--- src/rtl/hazard_scoreboard_pkg.sv ---
`default_nettype none
// ============================================================================
// Module   : hazard_scoreboard_pkg
// Brief    : Shared types and constants for the hazard scoreboard slice.
// Revision : 1.0
// ============================================================================
package hazard_scoreboard_pkg;

   localparam int c_reg_w     = 8;
   localparam int c_lat_w     = 2;
   localparam int FWD_REGFILE = 0;

   typedef logic [7:0]  v8_t;
   typedef logic [31:0] v32_t;

   typedef struct packed {
      logic               valid;
      logic               writes;
      logic [c_reg_w-1:0] rw;
      logic [c_lat_w-1:0] lat;
   } sb_entry_t;

endpackage
`default_nettype wire

--- src/rtl/hazard_scoreboard_if.sv ---
`default_nettype none
// ============================================================================
// Module   : hazard_scoreboard_if
// Brief    : Decode-side issue bundle with handshake and forwarding selects.
// Revision : 1.0
// ============================================================================
interface hazard_scoreboard_if #(
   parameter int REG_W = 8,
   parameter int LAT_W = 2,
   parameter int SEL_W = 2
);
   logic             issue_valid;
   logic [REG_W-1:0] issue_r1;
   logic [REG_W-1:0] issue_r2;
   logic             issue_use_r1;
   logic             issue_use_r2;
   logic             issue_writes;
   logic [REG_W-1:0] issue_rw;
   logic [LAT_W-1:0] issue_lat;
   logic             issue_ready;
   logic [SEL_W-1:0] fwd_sel_r1;
   logic [SEL_W-1:0] fwd_sel_r2;

   modport master (
      output issue_valid, issue_r1, issue_r2, issue_use_r1, issue_use_r2,
             issue_writes, issue_rw, issue_lat,
      input  issue_ready, fwd_sel_r1, fwd_sel_r2
   );

   modport slave (
      input  issue_valid, issue_r1, issue_r2, issue_use_r1, issue_use_r2,
             issue_writes, issue_rw, issue_lat,
      output issue_ready, fwd_sel_r1, fwd_sel_r2
   );
endinterface
`default_nettype wire

--- src/rtl/hazard_scoreboard_hazard_match.sv ---
`default_nettype none
// ============================================================================
// Module   : hazard_match
// Brief    : Finds the youngest in-flight writer of one source register.
// Revision : 1.0
// ============================================================================
module hazard_match
   import hazard_scoreboard_pkg::*;
#(
   parameter int DEPTH      = 3,
   parameter int FORWARDING = 1,
   parameter int SEL_W      = 2
) (
   input  sb_entry_t [DEPTH-1:0] entries,
   input  logic [c_reg_w-1:0]    src,
   input  logic                  use_src,
   output logic                  hit,
   output logic [SEL_W-1:0]      k,
   output logic                  hazard
);

   // Scan oldest to youngest so the smallest matching position wins.
   always_comb begin
      hit    = 1'b0;
      k      = '0;
      hazard = 1'b0;
      for (int i = DEPTH; i >= 1; i--) begin
         if (entries[i-1].valid && entries[i-1].writes && entries[i-1].rw == src) begin
            hit    = 1'b1;
            k      = SEL_W'(i);
            hazard = (FORWARDING != 0) ? (i < int'(entries[i-1].lat)) : 1'b1;
         end
      end
      if (!use_src) begin
         hit    = 1'b0;
         k      = '0;
         hazard = 1'b0;
      end
   end

endmodule
`default_nettype wire

--- src/rtl/hazard_scoreboard.sv ---
`default_nettype none
// ============================================================================
// Module   : hazard_scoreboard
// Brief    : In-flight write scoreboard driving stall/flush and bypass selects.
// Revision : 1.0
// ============================================================================
module hazard_scoreboard
   import hazard_scoreboard_pkg::*;
#(
   parameter int DEPTH      = 3,
   parameter int REG_W      = c_reg_w,
   parameter int FORWARDING = 1,
   parameter int LAT_W      = c_lat_w,
   parameter int CNT_W      = 32
) (
   input  logic               clock,
   input  logic               reset,
   hazard_scoreboard_if.slave issue,
   input  logic               mem_busy,
   output logic               stall_if,
   output logic               stall_id,
   output logic               flush_id,
   output logic               stall_ex,
   output logic [CNT_W-1:0]   hazard_cycles,
   output logic [CNT_W-1:0]   busy_cycles
);

   localparam int c_sel_w = $clog2(DEPTH + 1);
   typedef logic [c_sel_w-1:0] sel_t;

   sb_entry_t [DEPTH-1:0] r_sb;
   logic [CNT_W-1:0]      r_hazard_cnt;
   logic [CNT_W-1:0]      r_busy_cnt;

   sb_entry_t        w_new;
   logic [REG_W-1:0] w_rw_in;
   logic [LAT_W-1:0] w_lat_in;
   logic             w_hit_r1, w_hit_r2;
   logic             w_hz_r1, w_hz_r2;
   sel_t             w_k_r1, w_k_r2;
   logic             w_hazard;
   logic             w_issue_ready;

   assign w_rw_in  = issue.issue_rw;
   assign w_lat_in = issue.issue_lat;

   // Out-of-range latencies are clamped so every entry lands in 1..DEPTH.
   always_comb begin
      w_new        = '0;
      w_new.valid  = 1'b1;
      w_new.writes = issue.issue_writes;
      w_new.rw     = w_rw_in;
      if (w_lat_in == '0)
         w_new.lat = c_lat_w'(1);
      else if (int'(w_lat_in) > DEPTH)
         w_new.lat = c_lat_w'(DEPTH);
      else
         w_new.lat = w_lat_in;
   end

   hazard_match #(.DEPTH(DEPTH), .FORWARDING(FORWARDING), .SEL_W(c_sel_w)) u_match_r1 (
      .entries (r_sb),
      .src     (issue.issue_r1),
      .use_src (issue.issue_use_r1),
      .hit     (w_hit_r1),
      .k       (w_k_r1),
      .hazard  (w_hz_r1)
   );

   hazard_match #(.DEPTH(DEPTH), .FORWARDING(FORWARDING), .SEL_W(c_sel_w)) u_match_r2 (
      .entries (r_sb),
      .src     (issue.issue_r2),
      .use_src (issue.issue_use_r2),
      .hit     (w_hit_r2),
      .k       (w_k_r2),
      .hazard  (w_hz_r2)
   );

   assign w_hazard = issue.issue_valid & (w_hz_r1 | w_hz_r2);

   always_comb begin
      stall_if         = 1'b0;
      stall_id         = 1'b0;
      flush_id         = 1'b0;
      stall_ex         = 1'b0;
      w_issue_ready    = 1'b0;
      issue.fwd_sel_r1 = sel_t'(FWD_REGFILE);
      issue.fwd_sel_r2 = sel_t'(FWD_REGFILE);
      if (!reset) begin
         if (w_hit_r1 && !w_hz_r1 && FORWARDING != 0) issue.fwd_sel_r1 = w_k_r1;
         if (w_hit_r2 && !w_hz_r2 && FORWARDING != 0) issue.fwd_sel_r2 = w_k_r2;
         if (mem_busy) begin
            stall_if = 1'b1;
            stall_id = 1'b1;
            stall_ex = 1'b1;
         end else if (w_hazard) begin
            stall_if = 1'b1;
            flush_id = 1'b1;
         end else begin
            w_issue_ready = issue.issue_valid;
         end
      end
   end

   assign issue.issue_ready = w_issue_ready;

   always_ff @(posedge clock) begin
      if (reset) begin
         r_sb         <= '0;
         r_hazard_cnt <= '0;
         r_busy_cnt   <= '0;
      end else if (mem_busy) begin
         if (r_busy_cnt != '1) r_busy_cnt <= r_busy_cnt + CNT_W'(1);
      end else begin
         if (w_hazard && r_hazard_cnt != '1) r_hazard_cnt <= r_hazard_cnt + CNT_W'(1);
         for (int i = DEPTH - 1; i >= 1; i--) r_sb[i] <= r_sb[i-1];
         r_sb[0] <= w_issue_ready ? w_new : '0;
      end
   end

   assign hazard_cycles = r_hazard_cnt;
   assign busy_cycles   = r_busy_cnt;

endmodule
`default_nettype wire

--- src/flat_wrapper.sv ---
// flat-port wrapper written by rule: the top's interface ports become plain ports
module hazard_scoreboard_flat import hazard_scoreboard_pkg::*;
#(
   parameter int DEPTH      = 3,
   parameter int REG_W      = c_reg_w,
   parameter int FORWARDING = 1,
   parameter int LAT_W      = c_lat_w,
   parameter int CNT_W      = 32
)
  (clock, reset, mem_busy, stall_if, stall_id, flush_id, stall_ex, hazard_cycles, busy_cycles, issue_issue_valid, issue_issue_r1, issue_issue_r2, issue_issue_use_r1, issue_issue_use_r2, issue_issue_writes, issue_issue_rw, issue_issue_lat, issue_issue_ready, issue_fwd_sel_r1, issue_fwd_sel_r2);
  hazard_scoreboard_if #(.REG_W(REG_W), .LAT_W(LAT_W), .SEL_W(2)) issue_i ();
  input  logic clock;
  input  logic reset;
  input  logic mem_busy;
  output logic stall_if;
  output logic stall_id;
  output logic flush_id;
  output logic stall_ex;
  output logic [CNT_W-1:0] hazard_cycles;
  output logic [CNT_W-1:0] busy_cycles;
  input wire logic [$bits(issue_i.issue_valid)-1:0] issue_issue_valid;
  input wire logic [$bits(issue_i.issue_r1)-1:0] issue_issue_r1;
  input wire logic [$bits(issue_i.issue_r2)-1:0] issue_issue_r2;
  input wire logic [$bits(issue_i.issue_use_r1)-1:0] issue_issue_use_r1;
  input wire logic [$bits(issue_i.issue_use_r2)-1:0] issue_issue_use_r2;
  input wire logic [$bits(issue_i.issue_writes)-1:0] issue_issue_writes;
  input wire logic [$bits(issue_i.issue_rw)-1:0] issue_issue_rw;
  input wire logic [$bits(issue_i.issue_lat)-1:0] issue_issue_lat;
  output wire logic [$bits(issue_i.issue_ready)-1:0] issue_issue_ready;
  output wire logic [$bits(issue_i.fwd_sel_r1)-1:0] issue_fwd_sel_r1;
  output wire logic [$bits(issue_i.fwd_sel_r2)-1:0] issue_fwd_sel_r2;
  assign issue_i.issue_valid = issue_issue_valid;
  assign issue_i.issue_r1 = issue_issue_r1;
  assign issue_i.issue_r2 = issue_issue_r2;
  assign issue_i.issue_use_r1 = issue_issue_use_r1;
  assign issue_i.issue_use_r2 = issue_issue_use_r2;
  assign issue_i.issue_writes = issue_issue_writes;
  assign issue_i.issue_rw = issue_issue_rw;
  assign issue_i.issue_lat = issue_issue_lat;
  assign issue_issue_ready = issue_i.issue_ready;
  assign issue_fwd_sel_r1 = issue_i.fwd_sel_r1;
  assign issue_fwd_sel_r2 = issue_i.fwd_sel_r2;
  hazard_scoreboard #(.DEPTH(DEPTH), .REG_W(REG_W), .FORWARDING(FORWARDING), .LAT_W(LAT_W), .CNT_W(CNT_W)) u_core (.clock(clock), .reset(reset), .issue(issue_i), .mem_busy(mem_busy), .stall_if(stall_if), .stall_id(stall_id), .flush_id(flush_id), .stall_ex(stall_ex), .hazard_cycles(hazard_cycles), .busy_cycles(busy_cycles));
endmodule
--- config.mk ---
export PLATFORM = sky130hd
export DESIGN_NAME = hazard_scoreboard_flat
export DESIGN_NICKNAME = d
export VERILOG_FILES = /design/src/rtl/hazard_scoreboard_pkg.sv /design/src/rtl/hazard_scoreboard_if.sv /design/src/rtl/hazard_scoreboard_hazard_match.sv /design/src/rtl/hazard_scoreboard.sv /design/src/flat_wrapper.sv
export SDC_FILE = /design/constraint.sdc
export NUM_CORES = 1
export LEC_CHECK = 0
export CAP_MARGIN = 20
export CORE_ASPECT_RATIO = 1.1
export CORE_MARGIN = 3
export CORE_UTILIZATION = 52
export CTS_CLUSTER_DIAMETER = 80
export DETAILED_ROUTE_END_ITERATION = 12
export PLACE_DENSITY = 0.81
export SETUP_SLACK_MARGIN = 0.1
export SYNTH_ARGS = -nofsm -noshare
export SYNTH_HDL_FRONTEND = slang
export SYNTH_HIERARCHICAL = 1
export SYNTH_SLANG_ARGS = --single-unit
--- constraint.sdc ---
create_clock -name clock -period 3.7 [get_ports clock]
set_input_delay 0.37 -clock clock [delete_from_list [all_inputs] [get_ports clock]]
set_output_delay 0.37 -clock clock [all_outputs]
set_load 0.02 [all_outputs]
Word-level counts from Yosys, hierarchy flattened
Index checks and enable logic that the tools add are counted.

word-level totals
  flip-flop bits (word level) = 98
  word-level logic and storage cells = 83

cells by class
  mux-type cells = 38
  equal/unequal tests = 8
  add/sub/neg operators = 2
  $lt $le $gt $ge = 2
  reductions and logical operators = 17
  bitwise logic cells = 3

operator list
  cell                     count
  $add A32 B1 Y32 const B  2
  $ne A32 B32 Y1 const B   2
  $eq A8 B8 Y1             6
  $mux W2                  13
  $mux W1                  24
  $logic_and A1 B1 Y1      12
  $mux W12                 1
  $reduce_and A2 Y1        2
  $logic_not A1 Y1         2
  $logic_not A2 Y1         1
  $lt A1 B2 Y1 const A     1
  $lt A2 B2 Y1 const A     1
  $and A1 B1 Y1            1
  $not A1 Y1               1
  $or A1 B1 Y1             1

Longest topological paths before layout
  word-level depth = 11
  gate-level depth with buffers = 12

By module
The synthesis kept the hierarchy.

by module, submodules not included
  module             area an instance (µm²)  sequential area each (µm²)  times used  cells an instance
  hazard_scoreboard  4544.4                  2001.9                      1           504
  hazard_match       354.1                   0.0                         2           46

Least setup slack after synthesis
OpenSTA, ideal clock, no wires.

  path kind = in2reg
  from = input issue_issue_r2[4]
  to = register u_core.r_hazard_cnt[19], in the netlist u_core/hazard_cycles[19]
  arrival = 2.508 ns
  slack = 1.071 ns
  cell stages on the path = 11
  setup time = 0.121 ns
  path through = xor2_1 nor3_1 and3_1 nand4_1 a21oi_1 nor2_1 nor2_1 o31ai_4 buf_6 nor4_1 mux2_4

between the ends
  cells in the longest elaborated chain, start to end = 9
  elaborated cells on any way between the ends = 11

ends and longest elaborated chain
  element                                 line                                  source
  start, declared                         flat_wrapper.sv:23                    input wire logic [$bits(issue_i.issue_r2)-1:0] issue_issue_r2;
  $eq A8 B8 Y1                            hazard_scoreboard_hazard_match.sv:28  if (entries[i-1].valid && entries[i-1].writes && entries[i-1].rw == src) begin
  $logic_and A1 B1 Y1                     hazard_scoreboard_hazard_match.sv:28
  $mux W1                                 hazard_scoreboard_hazard_match.sv:28
  $mux W1 (*)                             hazard_scoreboard_hazard_match.sv:28
  $mux W1 (*)                             hazard_scoreboard_hazard_match.sv:34  if (!use_src) begin
  via u_core.w_hz_r2                      hazard_scoreboard.sv:39               logic w_hz_r1, w_hz_r2;
  $or A1 B1 Y1 (*)                        hazard_scoreboard.sv:79               assign w_hazard = issue.issue_valid & (w_hz_r1 | w_hz_r2);
  $and A1 B1 Y1 (*)                       hazard_scoreboard.sv:79
  $logic_and A1 B1 Y1 (*)                 hazard_scoreboard.sv:115              if (w_hazard && r_hazard_cnt != '1) r_hazard_cnt <= r_hazard_cnt + CNT_W'(1);
  $reduce_and A2 Y1 (no source line) (*)  --
  end signal, assigned                    hazard_scoreboard.sv:115
  end, declared                           hazard_scoreboard.sv:32               logic [CNT_W-1:0] r_hazard_cnt;

The timed path passes the listed nets; every way through them passes the cells marked *.
A chain may end at the register's enable or synchronous reset.

Final worst setup path
  from = input issue_issue_r2[7]
  to = output issue_fwd_sel_r2[0]

between the ends
  cells in the longest elaborated chain, start to end = 9
  elaborated cells on any way between the ends = 21

ends and longest elaborated chain
  element                  line                                  source
  $eq A8 B8 Y1             hazard_scoreboard_hazard_match.sv:28
  $logic_and A1 B1 Y1      hazard_scoreboard_hazard_match.sv:28
  $mux W1 (2 in series)    hazard_scoreboard_hazard_match.sv:28
  $mux W1 (*)              hazard_scoreboard_hazard_match.sv:28
  $mux W1 (*)              hazard_scoreboard_hazard_match.sv:34
  via u_core.w_hit_r2      hazard_scoreboard.sv:38               logic w_hit_r1, w_hit_r2;
  $logic_and A1 B1 Y1 (*)  hazard_scoreboard.sv:91               if (w_hit_r2 && !w_hz_r2 && FORWARDING != 0) issue.fwd_sel_r2 = w_k_r2;
  $mux W2 (*)              hazard_scoreboard.sv:91
  $mux W2 (*)              hazard_scoreboard.sv:89               if (!reset) begin
  end, declared            flat_wrapper.sv:31                    output wire logic [$bits(issue_i.fwd_sel_r2)-1:0] issue_fwd_sel_r2;

Marks and branches as above.

==> results.tsv <==
stage	metric	value	unit
outcome	status	finished clean	
timing	rsz0062_at_grt	false	
die	rows	37	
synthesis	syn_area_per_cell	8.79	sq um
die	die_w	101	um
cts	cts_buffers	9	
critical_path	crit_family	buffers and inverters	
global_routing	track_usage	23.5	%
cts	clk_latency	0.37	ns
critical_path	worst-setup-path-type	in -> out	
critical_path	r2r_cells	11	
die	dieHeight	111	um
timing	min_period	3.45	ns
drt	wl	13.4	mm
cts	cts_root_buf	clkbuf_8	
drt	drt_iter0_markers	232	
timing	fin_setup_tns	0	ns
timing	skew	0.00428	ns
layout	area_growth	26.3	%
timing	finalSetupViolCount	0	
drt	dr.pass1.iters	5	
critical_path	critical_path_buf_inv_count	2	
critical_path	crit_chain	clkdlybuf4s50_1 -> xor2_1 -> nor3_1 -> nand3_1 -> a31oi_1 -> nor4bb_1 -> clkdlybuf4s50_1	
layout	fin_nets	718	
placed_design	post-place-ws	0.0667	ns
cts	clk_pin_slew	0.09	ns
drt	post_drt_wl_per_cell	16.7	um
min_path	whs_endpoint	u_core/r_sb[0]	
global_routing	antenna_found_initial	0	
synthesis	synth_nets	625	
global_routing	grt_max_degree	47	
drt	avgViaCountPerCell	6.13	
layout	layout_common_cells	103 x clkdlybuf4s50_1, 98 x dfxtp_1, 56 x nor2_1	
cts	h-tree-depth	3	
pwr	leakage	0.00234	uW
min_path	hold_depth	1	
cts	clockBufferDepth	2	
placed_design	hpwl	9.96	mm
cts	cts_tree	built	
layout	n_antenna_cell	0	
layout	final_common_cell	clkdlybuf4s50_1	
cts	cts.sinks	98	
drt	vias	4932	
cts	postCtsSetupRepairBufs	0	
timing	max_slew.worst_pin.slew	0.844	ns
critical_path	worstPathRequired	3.33	ns
min_path	hp-start	u_core/r_sb[0]	
critical_path	cp_slowest_cell	clkdlybuf4s50_1	
timing	slew_headroom	43.2	%
die	ios	106	
global_routing	grt_first_pass_wirelength	21.7	mm
timing	finalCritPeriodShare	93.2	%
timing	finalMaxSlewViolations	0	
global_routing	grt_pass1_vias	4533	
pwr	powerDensity	314	nW/um^2
critical_path	cpPeakStageDelay	0.70	ns
pwr	ir_worst_vdd	0.191	mV
timing	postLayoutSetupSlackWorst	0.251	ns
critical_path	arrival	3.08	ns
critical_path	cp-start-kind	input port	
synthesis	synth_area	5180	sq um
critical_path	rrSetupSlack	0.78	ns
die	core-area	9540	sq um
drt	ant_nets	0	
layout	final_util	68.6	%
flow_run	max-cap-violations	0	
critical_path	critPathMostFrequentCell	clkdlybuf4s50_1	
die	dieArea	11200	sq um
critical_path	worstSetupEndpointType	output port	
placed_design	numPortBuffers	105	
synthesis	synthCells	590	
placed_design	finalWeightedCongestion	0.894	
die	start_util	54.4	%
timing	fmax	290	MHz
min_path	hold_path.class	reg -> reg	
critical_path	worst-path-max-fanout	4	
layout	layout-drive-gt1-share	7.56	%
critical_path	r2r_start	u_core/r_sb[18]	
timing	timing_hold_violations_final	0	
global_routing	gr-total-overflow	0	
synthesis	synth_warnings	6	
critical_path	r2r_end	u_core/hazard_cycles[6]	
drt	route.detailed.drc	0	
[sequential cells by signal, indices dropped and copies added, names as in the netlist]
| name | count |
|---|---|
| u_core/busy_cycles | 32 |
| u_core/r_sb | 34 |
| u_core/hazard_cycles | 32 |
[power by group]
| group | internal, uW | switching, uW | total [uW] |
|---|---|---|---|
| Clock | 421 | 387 | 809 |
| Sequential | 1070 | 15.1 | 1080 |
| Combinational | 78.2 | 87.1 | 165 |
[through the flow]
stage          cell area (sq um)  hold slack, ns  power (uW)  std cells
2_1_floorplan               5180           0.449        1190        590
3_3_place_gp                6290           0.461        1260        789
3_5_place_dp                6290           0.470        1270        789
4_1_cts                     6540           0.492        2060        805
5_1_grt                     6550           0.535        2120        805
6_report                    6550           0.489        2060        805
[layout make-up]
class / count / area, sq um
Clock buffer: 11 / 151
Clock inverter: 5 / 85.1
Fill cell: 782 / 2990
Inverter: 8 / 30.0
Multi-Input combinational cell: 454 / 3070
Sequential cell: 98 / 1960
Tap cell: 117 / 146
Timing Repair Buffer: 112 / 1100
[metal layers]
metal / vias up / track usage [%] / wire length, um
li1: 2374 / - / -
met1: 2327 / 29.4 / 5670
met2: 199 / 39.8 / 6590
met3: 32 / 3.27 / 835
met4: 0 / 10.2 / 338
met5: - / 0 / 0
[worst max-delay path by stage]
| stage | start | slack, ns | end | cells past startpoint |
|---|---|---|---|---|
| 6_report | issue_issue_r2[7] | 0.25 | issue_fwd_sel_r2[0] | 7 |
| 5_1_grt | issue_issue_r2[7] | 0.15 | issue_fwd_sel_r2[0] | 8 |
| 4_1_cts | issue_issue_r2[4] | 0.18 | flush_id | 10 |
| 3_5_place_dp | issue_issue_r2[4] | 0.07 | flush_id | 10 |
| 3_3_place_gp | issue_issue_r1[4] | 0.16 | flush_id | 10 |
| 2_1_floorplan | issue_issue_r2[4] | 1.07 | u_core/hazard_cycles[19] | 11 |
[what timing repair did]
action | in CTS | in global routing
pin swaps | 0 | 0
hold buffers | 0 | 0
endpoints found under the setup margin | 1 | 1
resized for setup | 2 | 2
(Power assumes the default switching activity.)
